--- src/rtl/pipe_ctrl.sv ---
// Pipeline hazard/redirect controller: per-stage stall/flush vectors and registered PC redirect.
// Optional performance counters are built only when PIPE_CTRL_PERF_CNT_EN is defined.
module pipe_ctrl #(
    parameter int unsigned STAGES       = 5,
    parameter int unsigned BR_STAGE     = 2,
    parameter int unsigned FLUSH_CYCLES = 1,
    parameter int unsigned ADDR_W       = 32
) (
    input  logic              clk,
    input  logic              rst,
    input  logic [STAGES-1:0] stallreq_i,
    input  logic              branch_redirect_i,
    input  logic [ADDR_W-1:0] branch_target_i,
    input  logic              exc_valid_i,
    input  logic [ADDR_W-1:0] eentry_i,
    input  logic              ertn_i,
    input  logic [ADDR_W-1:0] era_i,
    output logic [STAGES-1:0] stall_o,
    output logic [STAGES-1:0] flush_o,
    output logic              redirect_o,
    output logic [ADDR_W-1:0] new_pc_o,
    output logic [31:0]       stall_cnt_o,
    output logic [31:0]       redirect_cnt_o
);

    if (STAGES < 3 || STAGES > 8 || BR_STAGE < 1 || BR_STAGE > STAGES - 2 ||
        FLUSH_CYCLES > 7) begin : g_param_check
        $error("pipe_ctrl: parameter out of range");
    end

    localparam logic [STAGES-1:0] BrMask    = STAGES'((1 << BR_STAGE) - 1);
    localparam logic [2:0]        FlushInit = 3'(FLUSH_CYCLES);

    typedef enum logic [1:0] {StIdle, StRedirect, StShadow} state_e;

    state_e            state_q;
    logic [2:0]        shadow_q;
    logic [2:0]        shadow_step;
    logic [ADDR_W-1:0] new_pc_q;
    logic [ADDR_W-1:0] target;
    logic [STAGES-1:0] stall_base;
    logic [STAGES-1:0] flush_base;
    logic              exc_evt;
    logic              ertn_evt;
    logic              br_acc;
    logic              redir_evt;

    // stall_base[j] is set when any stage at or above j requests a stall; the bubble
    // goes into the stage just above the highest requester.
    always_comb begin
        stall_base[STAGES-1] = stallreq_i[STAGES-1];
        for (int j = STAGES - 2; j >= 0; j--) begin
            stall_base[j] = stall_base[j+1] | stallreq_i[j];
        end
        flush_base[0] = 1'b0;
        for (int j = 1; j < STAGES; j++) begin
            flush_base[j] = stall_base[j-1] & ~stall_base[j];
        end
    end

    always_comb begin
        exc_evt   = exc_valid_i;
        ertn_evt  = ertn_i & ~exc_valid_i;
        br_acc    = branch_redirect_i & ~stall_base[BR_STAGE] & ~exc_valid_i & ~ertn_i;
        redir_evt = exc_evt | ertn_evt | br_acc;
        if (exc_evt) begin
            target = eentry_i;
        end else if (ertn_evt) begin
            target = era_i;
        end else begin
            target = branch_target_i;
        end
    end

    always_comb begin
        stall_o = '0;
        flush_o = '0;
        if (!rst) begin
            stall_o = stall_base;
            flush_o = flush_base;
            if (exc_evt || ertn_evt) begin
                stall_o = '0;
                flush_o = '1;
            end else if (br_acc) begin
                stall_o = stall_base & ~BrMask;
                flush_o = flush_base | BrMask;
            end
            if (shadow_q != 3'd0) begin
                flush_o[0] = 1'b1;
            end
        end
    end

    // The fetch shadow only drains while fetch is actually advancing.
    always_comb begin
        shadow_step = shadow_q;
        if (shadow_q != 3'd0 && !stall_o[0]) begin
            shadow_step = shadow_q - 3'd1;
        end
    end

    always_ff @(posedge clk) begin
        if (rst) begin
            state_q  <= StIdle;
            shadow_q <= 3'd0;
            new_pc_q <= '0;
        end else if (redir_evt) begin
            state_q  <= StRedirect;
            shadow_q <= FlushInit;
            new_pc_q <= target;
        end else begin
            shadow_q <= shadow_step;
            state_q  <= (shadow_step != 3'd0) ? StShadow : StIdle;
        end
    end

    assign redirect_o = (state_q == StRedirect);
    assign new_pc_o   = new_pc_q;

`ifdef PIPE_CTRL_PERF_CNT_EN
    logic [31:0] stall_cnt_q;
    logic [31:0] redirect_cnt_q;

    always_ff @(posedge clk) begin
        if (rst) begin
            stall_cnt_q    <= '0;
            redirect_cnt_q <= '0;
        end else begin
            if (stall_o[0] && stall_cnt_q != 32'hFFFF_FFFF) begin
                stall_cnt_q <= stall_cnt_q + 32'd1;
            end
            if (redirect_o && redirect_cnt_q != 32'hFFFF_FFFF) begin
                redirect_cnt_q <= redirect_cnt_q + 32'd1;
            end
        end
    end

    assign stall_cnt_o    = stall_cnt_q;
    assign redirect_cnt_o = redirect_cnt_q;
`else
    assign stall_cnt_o    = 32'd0;
    assign redirect_cnt_o = 32'd0;
`endif

endmodule

--- config.mk ---
export PLATFORM = sky130hd
export DESIGN_NAME = pipe_ctrl
export DESIGN_NICKNAME = d
export VERILOG_FILES = /design/src/rtl/pipe_ctrl.sv
export SDC_FILE = /design/constraint.sdc
export NUM_CORES = 1
export LEC_CHECK = 0
export BUFFER_PORTS_ARGS = -buffer_cell sky130_fd_sc_hd__buf_2
export CELL_PAD_IN_SITES_DETAIL_PLACEMENT = 2
export CELL_PAD_IN_SITES_GLOBAL_PLACEMENT = 2
export CORE_MARGIN = 5
export CORE_UTILIZATION = 20
export DETAILED_ROUTE_END_ITERATION = 8
export PLACE_DENSITY = 0.89
export SLEW_MARGIN = 20
export SYNTH_ARGS = -nofsm -noshare
export SYNTH_HDL_FRONTEND = slang
export SYNTH_SLANG_ARGS = --single-unit
--- constraint.sdc ---
create_clock -name clk -period 4 [get_ports clk]
set_clock_uncertainty 0.15 [all_clocks]
set_input_delay 0.6 -clock clk [delete_from_list [all_inputs] [get_ports clk]]
set_output_delay 0.6 -clock clk [all_outputs]
set_load 0.02 [all_outputs]
# ---- Yosys cells after proc, flatten, opt, wreduce, memory -nomap -nowiden
# Index checks and enable logic that the tools add are counted.
dict set report word_totals {
  regBits 37
  mem_bits_rw 0
  wordCells 46
  out_inout_bits 107
  latchBits 0
  rom_bits 0
  mem_count 0
}
dict set report classes {
  n_reduce_logical 6
  shift 0
  n_mux 13
  n_eq_ne 1
  n_addsub 1
  div 0
  n_lt_le_gt_ge 0
  n_bitwise 20
  n_mul 0
}
# operator count
set ops {}
lappend ops {{two-way mux 32 bit} 2}
lappend ops {{two-way mux 5 bit} 4}
lappend ops {{bitwise AND 1 bit} 8}
lappend ops {{two-way mux 2 bit} 3}
lappend ops {{NOT 1 bit} 6}
lappend ops {{bitwise OR 1 bit} 6}
lappend ops {{nonzero test 3 bit} 2}
lappend ops {{two-way mux 1 bit} 3}
lappend ops {{two-way mux 3 bit} 1}
lappend ops {{subtractor 3 x 1 -> 3 bit (second input constant)} 1}
lappend ops {{== test 2 x 1 -> 1 bit (second input constant)} 1}
lappend ops {{OR reduction 2 bit} 1}
lappend ops {{logical AND 1 bit} 1}
lappend ops {{logical NOT 1 bit} 1}
lappend ops {{logical OR 1 bit} 1}

# ---- Longest topological paths before layout
dict set report depth {
  depth_word 15
  mapped_depth 7
  depth_no_buf 6
}

# ---- Least setup slack after synthesis
# OpenSTA, ideal clock, no wires.
dict set report synth_timing {
  path_kind {input to output}
  startpoint {input stallreq_i[3]}
  endpoint {output flush_o[1]}
  cell_stages 2
  path_buffers 0
  t_arrival_ps 1816
  slack_ps 1434
  cell_sequence {or3_2 o41ai_1}
}
dict set report synth_via {
  elab_chain_cells 9
}
# item line
set synth_rtl {}
lappend synth_rtl {{from (decl)} 11} ;# input logic [STAGES-1:0] stallreq_i,
lappend synth_rtl {{bitwise OR 1 bit * (2 in series)} 53} ;# stall_base[j] = stall_base[j+1] | stallreq_i[j];
lappend synth_rtl {{NOT 1 bit} 64} ;# br_acc = branch_redirect_i & ~stall_base[BR_STAGE] & ~exc_valid_i & ~ertn_i;
lappend synth_rtl {{bitwise AND 1 bit (3 in series)} 64}
lappend synth_rtl {{two-way mux 2 bit *} 84} ;# end else if (br_acc) begin
lappend synth_rtl {{two-way mux 5 bit *} 81} ;# if (exc_evt || ertn_evt) begin
lappend synth_rtl {{two-way mux 5 bit *} 78} ;# if (!rst) begin
lappend synth_rtl {{to (decl)} 19} ;# output logic [STAGES-1:0] flush_o,
# Every way passes the cells marked *; elsewhere a longest branch is shown, timed or not.

# ---- Worst setup path after layout
dict set report layout_timing {
  startpoint {input ertn_i}
  endpoint {output flush_o[0]}
}
dict set report layout_via {
  elab_chain_cells 6
}
# item line
set layout_rtl {}
lappend layout_rtl {{from (decl)} 16} ;# input logic ertn_i,
lappend layout_rtl {{NOT 1 bit} 64}
lappend layout_rtl {{bitwise AND 1 bit} 64}
lappend layout_rtl {{two-way mux 2 bit} 84}
lappend layout_rtl {{two-way mux 5 bit *} 81}
lappend layout_rtl {{two-way mux 1 bit *} 88} ;# if (shadow_q != 3'd0) begin
lappend layout_rtl {{two-way mux 5 bit *} 78}
# Marks and branches as above.

==> metrics.cfg <==
[outcome]
status = finished clean

[worst_setup_path]
cp.arrival_ps = 2270
path_class = in -> out
cp_slowest_stage_delay_ps = 580
worst-r2r-cell-count = 5
critPathRequiredTime_ps = 3250
critical_path_buf_inv_count = 2
worstSetupStartpointType = input port
cp_cell_sequence = buf_2 > nor2_1 > a21o_1 > o21ai_0 > buf_2
cp_top_family = compound AO/OA/AOI/OAI gates
cp.depth = 5
path_common_cell = buf_2
cpMaxStageDelayCell = a21o_1
crit_path_end_kind = output port
crit_fanout = 19

[logic_synthesis]
synth_edf_count = 0
yosysWarnings = 0
ys_top_cells_by_count = 64 x buf_4, 41 x nor2_1, 37 x a21oi_1, 37 x dfxtp_1, 37 x nand2_1
ys_ff_latch = 37
synthDistinctLibCells = 30
yosysTopAreaCellShare_pct = 29.2
avgSynthCellArea_sq_um = 7.72
syn_inst = 329
synthFlopType = dfxtp_1
yosysMostFrequentCell = buf_4
synth_area_leader_cell = dfxtp_1
synth_async_sr_flop_share_pct = 0
ys_seq_area_share_pct = 29.2
synth.area.top_cells = dfxtp_1 29%, buf_4 19%, mux2i_1 13%
netlist_area_sq_um = 2540

[route]
wl_per_cell_um = 15.1
route.antenna.remaining_nets = 0
first_pass_iters = 3
drt-total-wl_mm = 9.64
vias_per_cell = 4.04
vias = 2587
initialDrtViolationCount = 60
drc = 0

[global_routing]
grt_use_total_pct = 12.2
grt_first_pass_wirelength_mm = 14.6
grt_pass1_vias = 3013
grt_overflow_total = 0
grt_max_degree = 35
antenna_found_initial = 0

[power_and_ir_drop]
p_leak_uw = 0.00171
peakVddDrop_mv = 0.113
powerDensity_nw_per_um2 = 330

[timing]
fin_crit_sh_pct = 75.6
rsz0062_at_grt = false
fin_crit_ps = 3020
worst_pin_slew_ps = 967
finalSetupViolations = 0
relSlewSlack_pct = 35.4
max_freq_ghz = 0.331
slew_viol_final = 0
setup_slack_ps = 976
hold_viol = 0
finalSetupTns_ps = 0

[clocking]
postCtsHoldBufs = 0
ctsResizeCount = 0
clockBufferDepth = 2
cts_buffers = 5
cts_setup_buffers = 0
tritoncts = yes
root_buffer = clkbuf_16
cts.htree.levels = 2
clk_latency_ps = 280
clk_pin_slew_ps = 50
cts_sinks = 37

[placement]
placed_area_sq_um = 3170
port_buffers = 148
gp_congestion = 0.715
dp_slack_ps = 942
dp.final_hpwl_mm = 8.10

[floorplan]
rows = 41
fp.dieW_um = 123
io_pins = 213
die_y_um = 123
core_area_sq_um = 12500
start_util_pct = 20.3
die_area_sq_um = 15000

[job]
cap_violations = 0

[min_path]
min_path_type = reg -> reg
hold_path_depth = 2

[cells_and_area]
final_util_pct = 26.4
drive_gt1_share_pct = 36.4
area.growth.synth_to_final_pct = 30.2
stdcell_area_sq_um = 3310
nets = 576

## path summary, 6_finish.rpt
| kind | slack (ps) | to | from |
|---|---|---|---|
| max | 980 | flush_o[0] | ertn_i |
| min | 290 | new_pc_o[27]$_SDFFE_PP0P_ | new_pc_o[27]$_SDFFE_PP0P_ |
| max reg2reg | 2270 | state_q[1]$_SDFF_PP0_ | shadow_q[0]$_SDFF_PP0_ |
| min reg2reg | 290 | new_pc_o[27]$_SDFFE_PP0P_ | new_pc_o[27]$_SDFFE_PP0P_ |
## area by class of cell
class / count / area (sq um)
timing repair buffer: 151 / 763
clock buffer: 5 / 125
fill: 1558 / 9210
multi-input combinational: 267 / 1430
antenna: 1 / 2.50
tap: 172 / 215
inverter: 6 / 22.5
sequential: 37 / 741
clock inverter: 1 / 5.00
## logic make-up after synthesis
kind of cell	synth area share, %
AOI/OAI and AO/OA	19.1
adders and majority gates	0.986
buffers and inverters	23.8
DFF	29.2
muxes	12.6
other	0.148
and+or+nand+nor	14.2
## worst reg2reg max path, stage by stage (launching register included)
cell and delay (ps):
dfxtp_1 360, inv_1 100, ha_1 220, nor2b_1 200, or3_1 360, a31o_1 230
## layout by cell type, fill, tap and decap left out, types with 2 or more instances in the layout
cell | Yosys | routed
mux2i_1 | 32 | 32
nand2_1 | 37 | 37
inv_1 | 6 | 6
nor2b_1 | 2 | 2
conb_1 | 1 | 64
buf_4 | 64 | 3
buf_2 | 8 | 148
dfxtp_1 | 37 | 37
nor2_1 | 41 | 41
o21ai_0 | 8 | 8
or3_1 | 4 | 4
a21oi_4 | 2 | 2
o21ai_1 | 20 | 20
o21ai_2 | 7 | 7
clkbuf_16 | 0 | 5
ha_1 | 2 | 2
a21oi_1 | 37 | 37
## registers in the layout, indices dropped and copies added, names as in the netlist
register and flops:
state_q 2, new_pc_o 32, shadow_q 3
## power by group
| group | switching, uW | leakage, uW | internal, uW |
|---|---|---|---|
| Combinational | 207 | 0.00134 | 104 |
| Clock | 146 | 0.0000655 | 223 |
| Sequential | 13.6 | 0.000306 | 396 |
## per-stage QoR
| step | power, uW | cells | hold WS [ps] |
|---|---|---|---|
| after floorplan | 661 | 392 | 300 |
| after global placement | 716 | 633 | 283 |
| after detailed placement | 733 | 633 | 292 |
| after CTS | 1110 | 639 | 300 |
| after global routing | 1160 | 639 | 330 |
| final | 1090 | 640 | 294 |
## routing by layer
| layer | GRT usage, % | share of wire [%] | vias to the layer above |
|---|---|---|---|
| li1 | - | - | 1251 |
| met1 | 12.1 | 35 | 1212 |
| met2 | 24.7 | 56 | 119 |
| met3 | 3.69 | 8.4 | 5 |
| met4 | 2.03 | 0.36 | 0 |
| met5 | 0 | 0 | - |
No activity file was read; power rests on OpenSTA's default activity.
